<file path="config.mk">
export PLATFORM = sky130hd
export DESIGN_NAME = shift_arbiter
export DESIGN_NICKNAME = d
export VERILOG_FILES = /design/src/rtl/shift_arbiter.sv
export SDC_FILE = /design/constraint.sdc
export NUM_CORES = 1
export LEC_CHECK = 0
export CELL_PAD_IN_SITES_DETAIL_PLACEMENT = 0
export CELL_PAD_IN_SITES_GLOBAL_PLACEMENT = 1
export CORE_ASPECT_RATIO = 1.75
export CORE_MARGIN = 2
export CORE_UTILIZATION = 37
export DETAILED_ROUTE_END_ITERATION = 7
export PLACE_DENSITY = 0.88
export SLEW_MARGIN = 20
export SYNTH_ARGS = -nofsm -noshare
export SYNTH_HDL_FRONTEND = slang
export SYNTH_SLANG_ARGS = --single-unit
</file>
<file path="constraint.sdc">
create_clock -name clk -period 3.9 [get_ports clk]
set_input_delay 0.78 -clock clk [delete_from_list [all_inputs] [get_ports clk]]
set_output_delay 0.78 -clock clk [all_outputs]
set_load 0.05 [all_outputs]
</file>
<file path="src/rtl/shift_arbiter.sv">
// shift_arbiter: two requesters share one barrel shifter; the result is held
// in a single output register until the consumer takes it.
module shift_arbiter #(
    parameter int N = 32
) (
    input  logic         clk,
    input  logic         rstb,
    input  logic         req0_valid,
    output logic         req0_ready,
    input  logic [1:0]   req0_op,
    input  logic [N-1:0] req0_a,
    input  logic [N-1:0] req0_b,
    input  logic         req1_valid,
    output logic         req1_ready,
    input  logic [1:0]   req1_op,
    input  logic [N-1:0] req1_a,
    input  logic [N-1:0] req1_b,
    output logic         resp_valid,
    input  logic         resp_ready,
    output logic         resp_id,
    output logic [N-1:0] resp_data,
    output logic [15:0]  ops_done
);

    localparam logic [0:0] IDLE = 1'b0;
    localparam logic [0:0] HOLD = 1'b1;

    localparam logic [1:0] OP_SLL  = 2'b00;
    localparam logic [1:0] OP_SRL  = 2'b01;
    localparam logic [1:0] OP_SRA  = 2'b10;

    localparam int unsigned SW = $clog2(N);
    localparam logic [N-1:0] N_W = N;

    logic [0:0]   state_q, state_d;
    logic         rr_q, rr_d;
    logic         id_q, id_d;
    logic [N-1:0] data_q, data_d;
    logic [15:0]  ops_q, ops_d;

    logic         slot_free;
    logic         grant;
    logic         accept;
    logic [1:0]   sel_op;
    logic [N-1:0] sel_a;
    logic [N-1:0] sel_b;
    logic [N-1:0] shift_res;
    logic [SW-1:0] sh;
    logic         big;

    // Arbitration: a lone requester wins outright, a tie goes to the rr pointer.
    always_comb begin
        slot_free = (state_q == IDLE) | resp_ready;
        if (req0_valid && !req1_valid) begin
            grant = 1'b0;
        end else if (req1_valid && !req0_valid) begin
            grant = 1'b1;
        end else begin
            grant = rr_q;
        end
        req0_ready = slot_free & req0_valid & (grant == 1'b0);
        req1_ready = slot_free & req1_valid & (grant == 1'b1);
        accept     = req0_ready | req1_ready;
    end

    // Shared shifter: operands come only from the granted requester.
    always_comb begin
        sel_op = grant ? req1_op : req0_op;
        sel_a  = grant ? req1_a  : req0_a;
        sel_b  = grant ? req1_b  : req0_b;
        // Any amount >= N saturates; below that only the low bits matter.
        big    = (sel_b >= N_W);
        sh     = sel_b[SW-1:0];
        case (sel_op)
            OP_SLL:  shift_res = big ? '0 : (sel_a << sh);
            OP_SRL:  shift_res = big ? '0 : (sel_a >> sh);
            OP_SRA:  shift_res = big ? {N{sel_a[N-1]}}
                                     : $unsigned($signed(sel_a) >>> sh);
            default: shift_res = sel_a;
        endcase
    end

    // Next-state: output register, pointer, FSM and saturating transfer count.
    always_comb begin
        state_d = state_q;
        rr_d    = rr_q;
        id_d    = id_q;
        data_d  = data_q;
        ops_d   = ops_q;
        if (accept) begin
            state_d = HOLD;
            rr_d    = ~grant;
            id_d    = grant;
            data_d  = shift_res;
        end else if (state_q == HOLD && resp_ready) begin
            state_d = IDLE;
        end
        if (state_q == HOLD && resp_ready && ops_q != 16'hFFFF) begin
            ops_d = ops_q + 16'd1;
        end
    end

    // State registers with asynchronous active-low reset.
    always_ff @(posedge clk or negedge rstb) begin
        if (!rstb) begin
            state_q <= IDLE;
            rr_q    <= 1'b0;
            id_q    <= 1'b0;
            data_q  <= '0;
            ops_q   <= '0;
        end else begin
            state_q <= state_d;
            rr_q    <= rr_d;
            id_q    <= id_d;
            data_q  <= data_d;
            ops_q   <= ops_d;
        end
    end

    assign resp_valid = (state_q == HOLD);
    assign resp_id    = id_q;
    assign resp_data  = data_q;
    assign ops_done   = ops_q;

endmodule
</file>
# Word level (Yosys, flattened, before mapping)
# Index checks and enable logic that the tools add are counted.
# op_classes
n_reduce_logical	8
n_eq_ne	3
n_shift	3
bitwise	8
magnitude_cmp	1
mux	11
n_addsub	1
# ops
op	count
32-bit 2-to-1 mux	5
32-bit case mux with 3 select lines	1
32-bit by 6-bit greater-or-equal comparator with 1-bit output (second input constant)	1
32-bit by 5-bit << shifter with 32-bit output	1
32-bit by 5-bit >> shifter with 32-bit output	1
32-bit by 5-bit >>> shifter with 32-bit output	1
16-bit by 1-bit adder with 16-bit output (second input constant)	1
16-bit inequality test (second input constant)	1
1-bit bitwise AND	4
1-bit logical AND	4
1-bit 2-to-1 mux	4
2-bit by 1-bit == test with 1-bit output (second input constant)	1
2-bit == test (second input constant)	1
1-bit logical NOT	2
2-bit logical NOT	1
2-bit 2-to-1 mux	1
1-bit NOT	2
1-bit OR	2
2-bit nonzero test	1
# word_totals
ff_bits	51
elab_cells	40

# Logic depth before layout (Yosys ltp)
# depth
word_depth	8
mapped_depth	15
mapped_depth_nobuf	9

# Worst setup path before layout
# No wires, ideal clock.
# synth_path
path_kind	input -> register
start	in req1_valid
end	reg data_q[14], in the netlist resp_data[14]
setup_slack_ns	0.744
arrival_ns	3.030
n_path_buf	4
required_ns	3.774
setup_ns	0.126
stages	12
path_cell_list	clkbuf_1 > o21a_1 > buf_6 > buf_8 > buf_12 > mux2i_4 > mux2i_2 > o21ai_1 > mux2i_1 > a22oi_1 > o21ai_1 > a221o_1
# synth_via
elab_chain_cells	7
elab_cells_between_ends	24
classes_between	1 x order compare; 2 x eq/ne; 3 x shift; 9 x mux; 5 x bitwise; 4 x reduce/logical
# synth_rtl
element	line_no	text
start, declared	13	input logic req1_valid,
1-bit logical AND / 1-bit logical NOT (equally long branches)	56, 54	
1-bit 2-to-1 mux / 1-bit logical AND (equally long branches)	56, 54	
1-bit 2-to-1 mux	54	if (req0_valid && !req1_valid) begin
32-bit 2-to-1 mux (on tied branches)	70, 69	
32-bit by 6-bit greater-or-equal comparator with 1-bit output, or another cell as far along	72	big = (sel_b >= N_W);
32-bit 2-to-1 mux (on tied branches)	77, 75, 76	
32-bit case mux with 3 select lines	74	case (sel_op)
end signal, assigned	115	data_q <= data_d;
end, declared	38	logic [N-1:0] data_q, data_d;
# Several ways; a longest one is shown, not always the timed one.
# A chain may end at the register's enable or synchronous reset.

# Final worst setup path
# layout_path
start	in req0_valid
end	reg data_q[10], in the netlist resp_data[10]
# layout_via
elab_chain_cells	8
elab_cells_between_ends	24
classes_between	1 x order compare; 2 x eq/ne; 3 x shift; 9 x mux; 5 x bitwise; 4 x reduce/logical
# layout_rtl
element	line_no	text
start, declared	8	input logic req0_valid,
1-bit logical NOT	56	end else if (req1_valid && !req0_valid) begin
1-bit logical AND	56	
1-bit 2-to-1 mux	56	
1-bit 2-to-1 mux	54	
32-bit 2-to-1 mux (on tied branches)	70, 69	
32-bit by 6-bit greater-or-equal comparator with 1-bit output, or another cell as far along	72	
32-bit 2-to-1 mux (on tied branches)	77, 75, 76	
32-bit case mux with 3 select lines	74	
# Several ways; a longest one is shown, not always the timed one.

==> results.sh <==
export IMPL_postLayoutCellArea_mm2=0.0108
export IMPL_post_drt_wl_per_cell_um=23.8
export IMPL_p_comb_frac=0.752
export IMPL_post_place_ws_ns=-0.0945
export IMPL_final_cell_mix="187 x clkdlybuf4s50_1, 167 x mux2i_1, 156 x buf_4"
export IMPL_synth_top_area_frac=0.228
export IMPL_clkPwrFrac=0.096
export IMPL_viasPerCell=6.32
export IMPL_cts_tree="yes"
export IMPL_syn2layout_area_growth_pct=47.0
export IMPL_synth_area_per_cell_um2=8.01
export IMPL_min_period_over_period=0.965
export IMPL_fin_nets=1344
export IMPL_antenna_cells=0
export IMPL_cts_htree_levels=2
export IMPL_cts_path_max_buffers=2
export IMPL_synth_distinct_cells=80
export IMPL_vias=9173
export IMPL_grt_usage=0.331
export IMPL_outcome="finished, final reports clean"
export IMPL_clk_insertion_delay_late_ns=0.31
export IMPL_cts_sinks=51
export IMPL_switching_share=0.512
export IMPL_post_route_util=0.549
export IMPL_relSlewSlack=0.508
export IMPL_core_area_mm2=0.0196
export IMPL_ys_ff_latch=51
export IMPL_synth_top_area_cell="mux2i_1"
export IMPL_synthFlopType="dfrtp_1"
export IMPL_peakVddDrop_uv=271
export IMPL_numPortBuffers=188
export IMPL_yosysWarnings=0
export IMPL_crit_path_max_fanout=30
export IMPL_switchingPower_w=0.00252
export IMPL_row_count=68
export IMPL_critPathCaptureType="flip-flop"
export IMPL_crit_type="in2reg"
export IMPL_setup_tns_final_ns=0
export IMPL_drtIter0Drc=1133
export IMPL_p_leak_nw=4.57
export IMPL_max_cap_violations=0
export IMPL_syn_inst=913
export IMPL_drt_wl_total_um=34600
export IMPL_arrival_ns=3.99
export IMPL_place_gp_congestion=1.20
export IMPL_fin_crit_ns=3.76
export IMPL_route_detailed_drc=0
export IMPL_final_common_cell="clkdlybuf4s50_1"
export IMPL_grt_max_degree=37
export IMPL_seq_power_share=0.152
export IMPL_synth_area_leaders="mux2i_1 23%, dfrtp_1 17%, nand2_1 5.6%, a21oi_1 4.4%, nor2_1 4.3%"
export IMPL_die_h_um=190
export IMPL_rsz0062_at_grt="false"
export IMPL_netlist_area_mm2=0.00732
export IMPL_antenna_found_initial=0
export IMPL_seq_area_frac_synth=0.174
export IMPL_grt_pass1_vias=9017
export IMPL_overflow=0
export IMPL_fp_dieArea_mm2=0.0210
export IMPL_internal_power_w=0.00241
export IMPL_finalSetupViolCount=0
export IMPL_setup_slack_ns=0.136
export IMPL_io_pin_count=189
export IMPL_hold_viol_final=0
export IMPL_drive_above_1_share=0.200
export IMPL_start_kind="primary input"
export IMPL_start_util=0.374
export IMPL_hold_ws_ns=0.495
export IMPL_hp_class="reg2reg"
export IMPL_cts_buffers=5
export IMPL_finClkSkew_ns=0.00963
export IMPL_holdBufCountCts=0
export IMPL_slew_violations=0
export IMPL_clkTransAtPathRegs_ns=0.08
export IMPL_hpwl_um=27200
export IMPL_synth_fp_nets=1051
export IMPL_die_width_um=110
export IMPL_cp_data_required_time_ns=4.13
export IMPL_cts_root_buf="clkbuf_16"
export IMPL_place_area_mm2=0.0106
export IMPL_firstDrtPassIters=6
export IMPL_antenna_left=0
export IMPL_async_reset_ff_frac=1.00
export IMPL_max_freq_mhz=266
export IMPL_p_per_area_mw_per_mm2=459
export IMPL_grt_pass1_wl_um=52300
export IMPL_tightest_slew_ns=0.737
export IMPL_synth_edff_count=0
area by class of cell:
| class | instances | area [µm²] |
|---|---|---|
| fill | 1830 | 8820 |
| multi-input combinational | 781 | 5640 |
| timing repair buffer | 359 | 3350 |
| sequential | 51 | 1280 |
| tap | 245 | 307 |
| clock buffer | 5 | 125 |
| inverter | 8 | 30.0 |
| clock inverter | 3 | 27.5 |
state kept, by name, summed over array words and instances (netlist names):
register	count
resp_data	32
ops_done	16
resp_id	1
resp_valid	1
rr_q	1
kinds of logic (layout without fill, tap and decap cells):
family / after synthesis / after routing / share of synthesized area
compound gates: 272 / 272 / 0.259
xor+xnor: 16 / 16 / 0.0202
fa+ha+maj: 1 / 1 / 0.00171
buf+inv: 81 / 375 / 0.0616
flops: 51 / 51 / 0.174
mux: 203 / 203 / 0.304
simple gates: 289 / 289 / 0.180
cell usage after synthesis, types with 11 or more instances:
cell type,n
dfrtp_1,51
nand2_1,110
o22ai_1,11
xnor2_1,12
o211ai_1,21
o21ai_1,14
nor3_1,17
clkbuf_1,20
o21ai_0,21
a21oi_1,64
a31oi_1,22
mux2i_1,167
nor4_1,18
nor2_1,84
mux2i_2,11
nand3_1,21
mux2_2,12
a211oi_1,21
buf_2,31
routing by layer:
| metal | routed length [µm] | part of all wire | vias to the layer above | GRT usage |
|---|---|---|---|---|
| met3 | 2910 | 0.084 | 185 | 0.0582 |
| met4 | 2970 | 0.086 | 0 | 0.226 |
| li1 | - | - | 4065 | - |
| met2 | 16700 | 0.48 | 657 | 0.541 |
| met1 | 12000 | 0.35 | 4266 | 0.386 |
| met5 | 0 | 0 | - | 0 |
metrics by stage:
stage / std cells / total power (W)
floorplan: 913 / 0.00288
global placement: 1444 / 0.00431
detailed placement: 1444 / 0.00433
CTS: 1452 / 0.00482
global route: 1452 / 0.00513
finish: 1452 / 0.00493
worst paths after layout:
| kind | startpoint | endpoint | slack (ns) | cells past startpoint |
|---|---|---|---|---|
| hold reg to reg | ops_done[14]$_DFFE_PN0P_ | ops_done[14]$_DFFE_PN0P_ | 0.50 | 1 |
| hold / removal | ops_done[14]$_DFFE_PN0P_ | ops_done[14]$_DFFE_PN0P_ | 0.50 | 1 |
| min in group asynchronous | rstb | ops_done[13]$_DFFE_PN0P_ | 0.53 | 1 |
| setup / recovery | req0_valid | resp_data[10]$_DFFE_PN0P_ | 0.14 | 14 |
| max in group asynchronous | rstb | resp_data[30]$_DFFE_PN0P_ | 2.61 | 2 |
| setup reg to reg | rr_q$_DFFE_PN0P_ | resp_data[10]$_DFFE_PN0P_ | 0.64 | 13 |
critical path: stages:
cell and delay [ns]:
clkdlybuf4s50_1 0.49, nor2b_2 0.26, o21a_4 0.25, buf_12 0.18, buf_4 0.17, buf_4 0.13, mux2i_4 0.25, buf_12 0.20
nand2_1 0.24, a221o_1 0.46, a21oi_4 0.24, buf_4 0.16, o21ai_1 0.05, o21ai_1 0.09
repair_timing:
| item | 4_1_cts | 5_1_grt |
|---|---|---|
| gates resized for setup | 0 | 5 |
| setup endpoints to repair | 0 | 3 |
| buffers inserted | 0 | 0 |
power groups by stage:
stage	logic, W	clock network, W	registers [W]
after detailed placement	0.00357	0	0.000760
after global placement	0.00355	0	0.000760
after global routing	0.00386	0.000496	0.000767
after CTS	0.00359	0.000474	0.000753
after floorplan	0.00172	0	0.00115
final	0.00371	0.000471	0.000752
(Power assumes the default switching activity.)
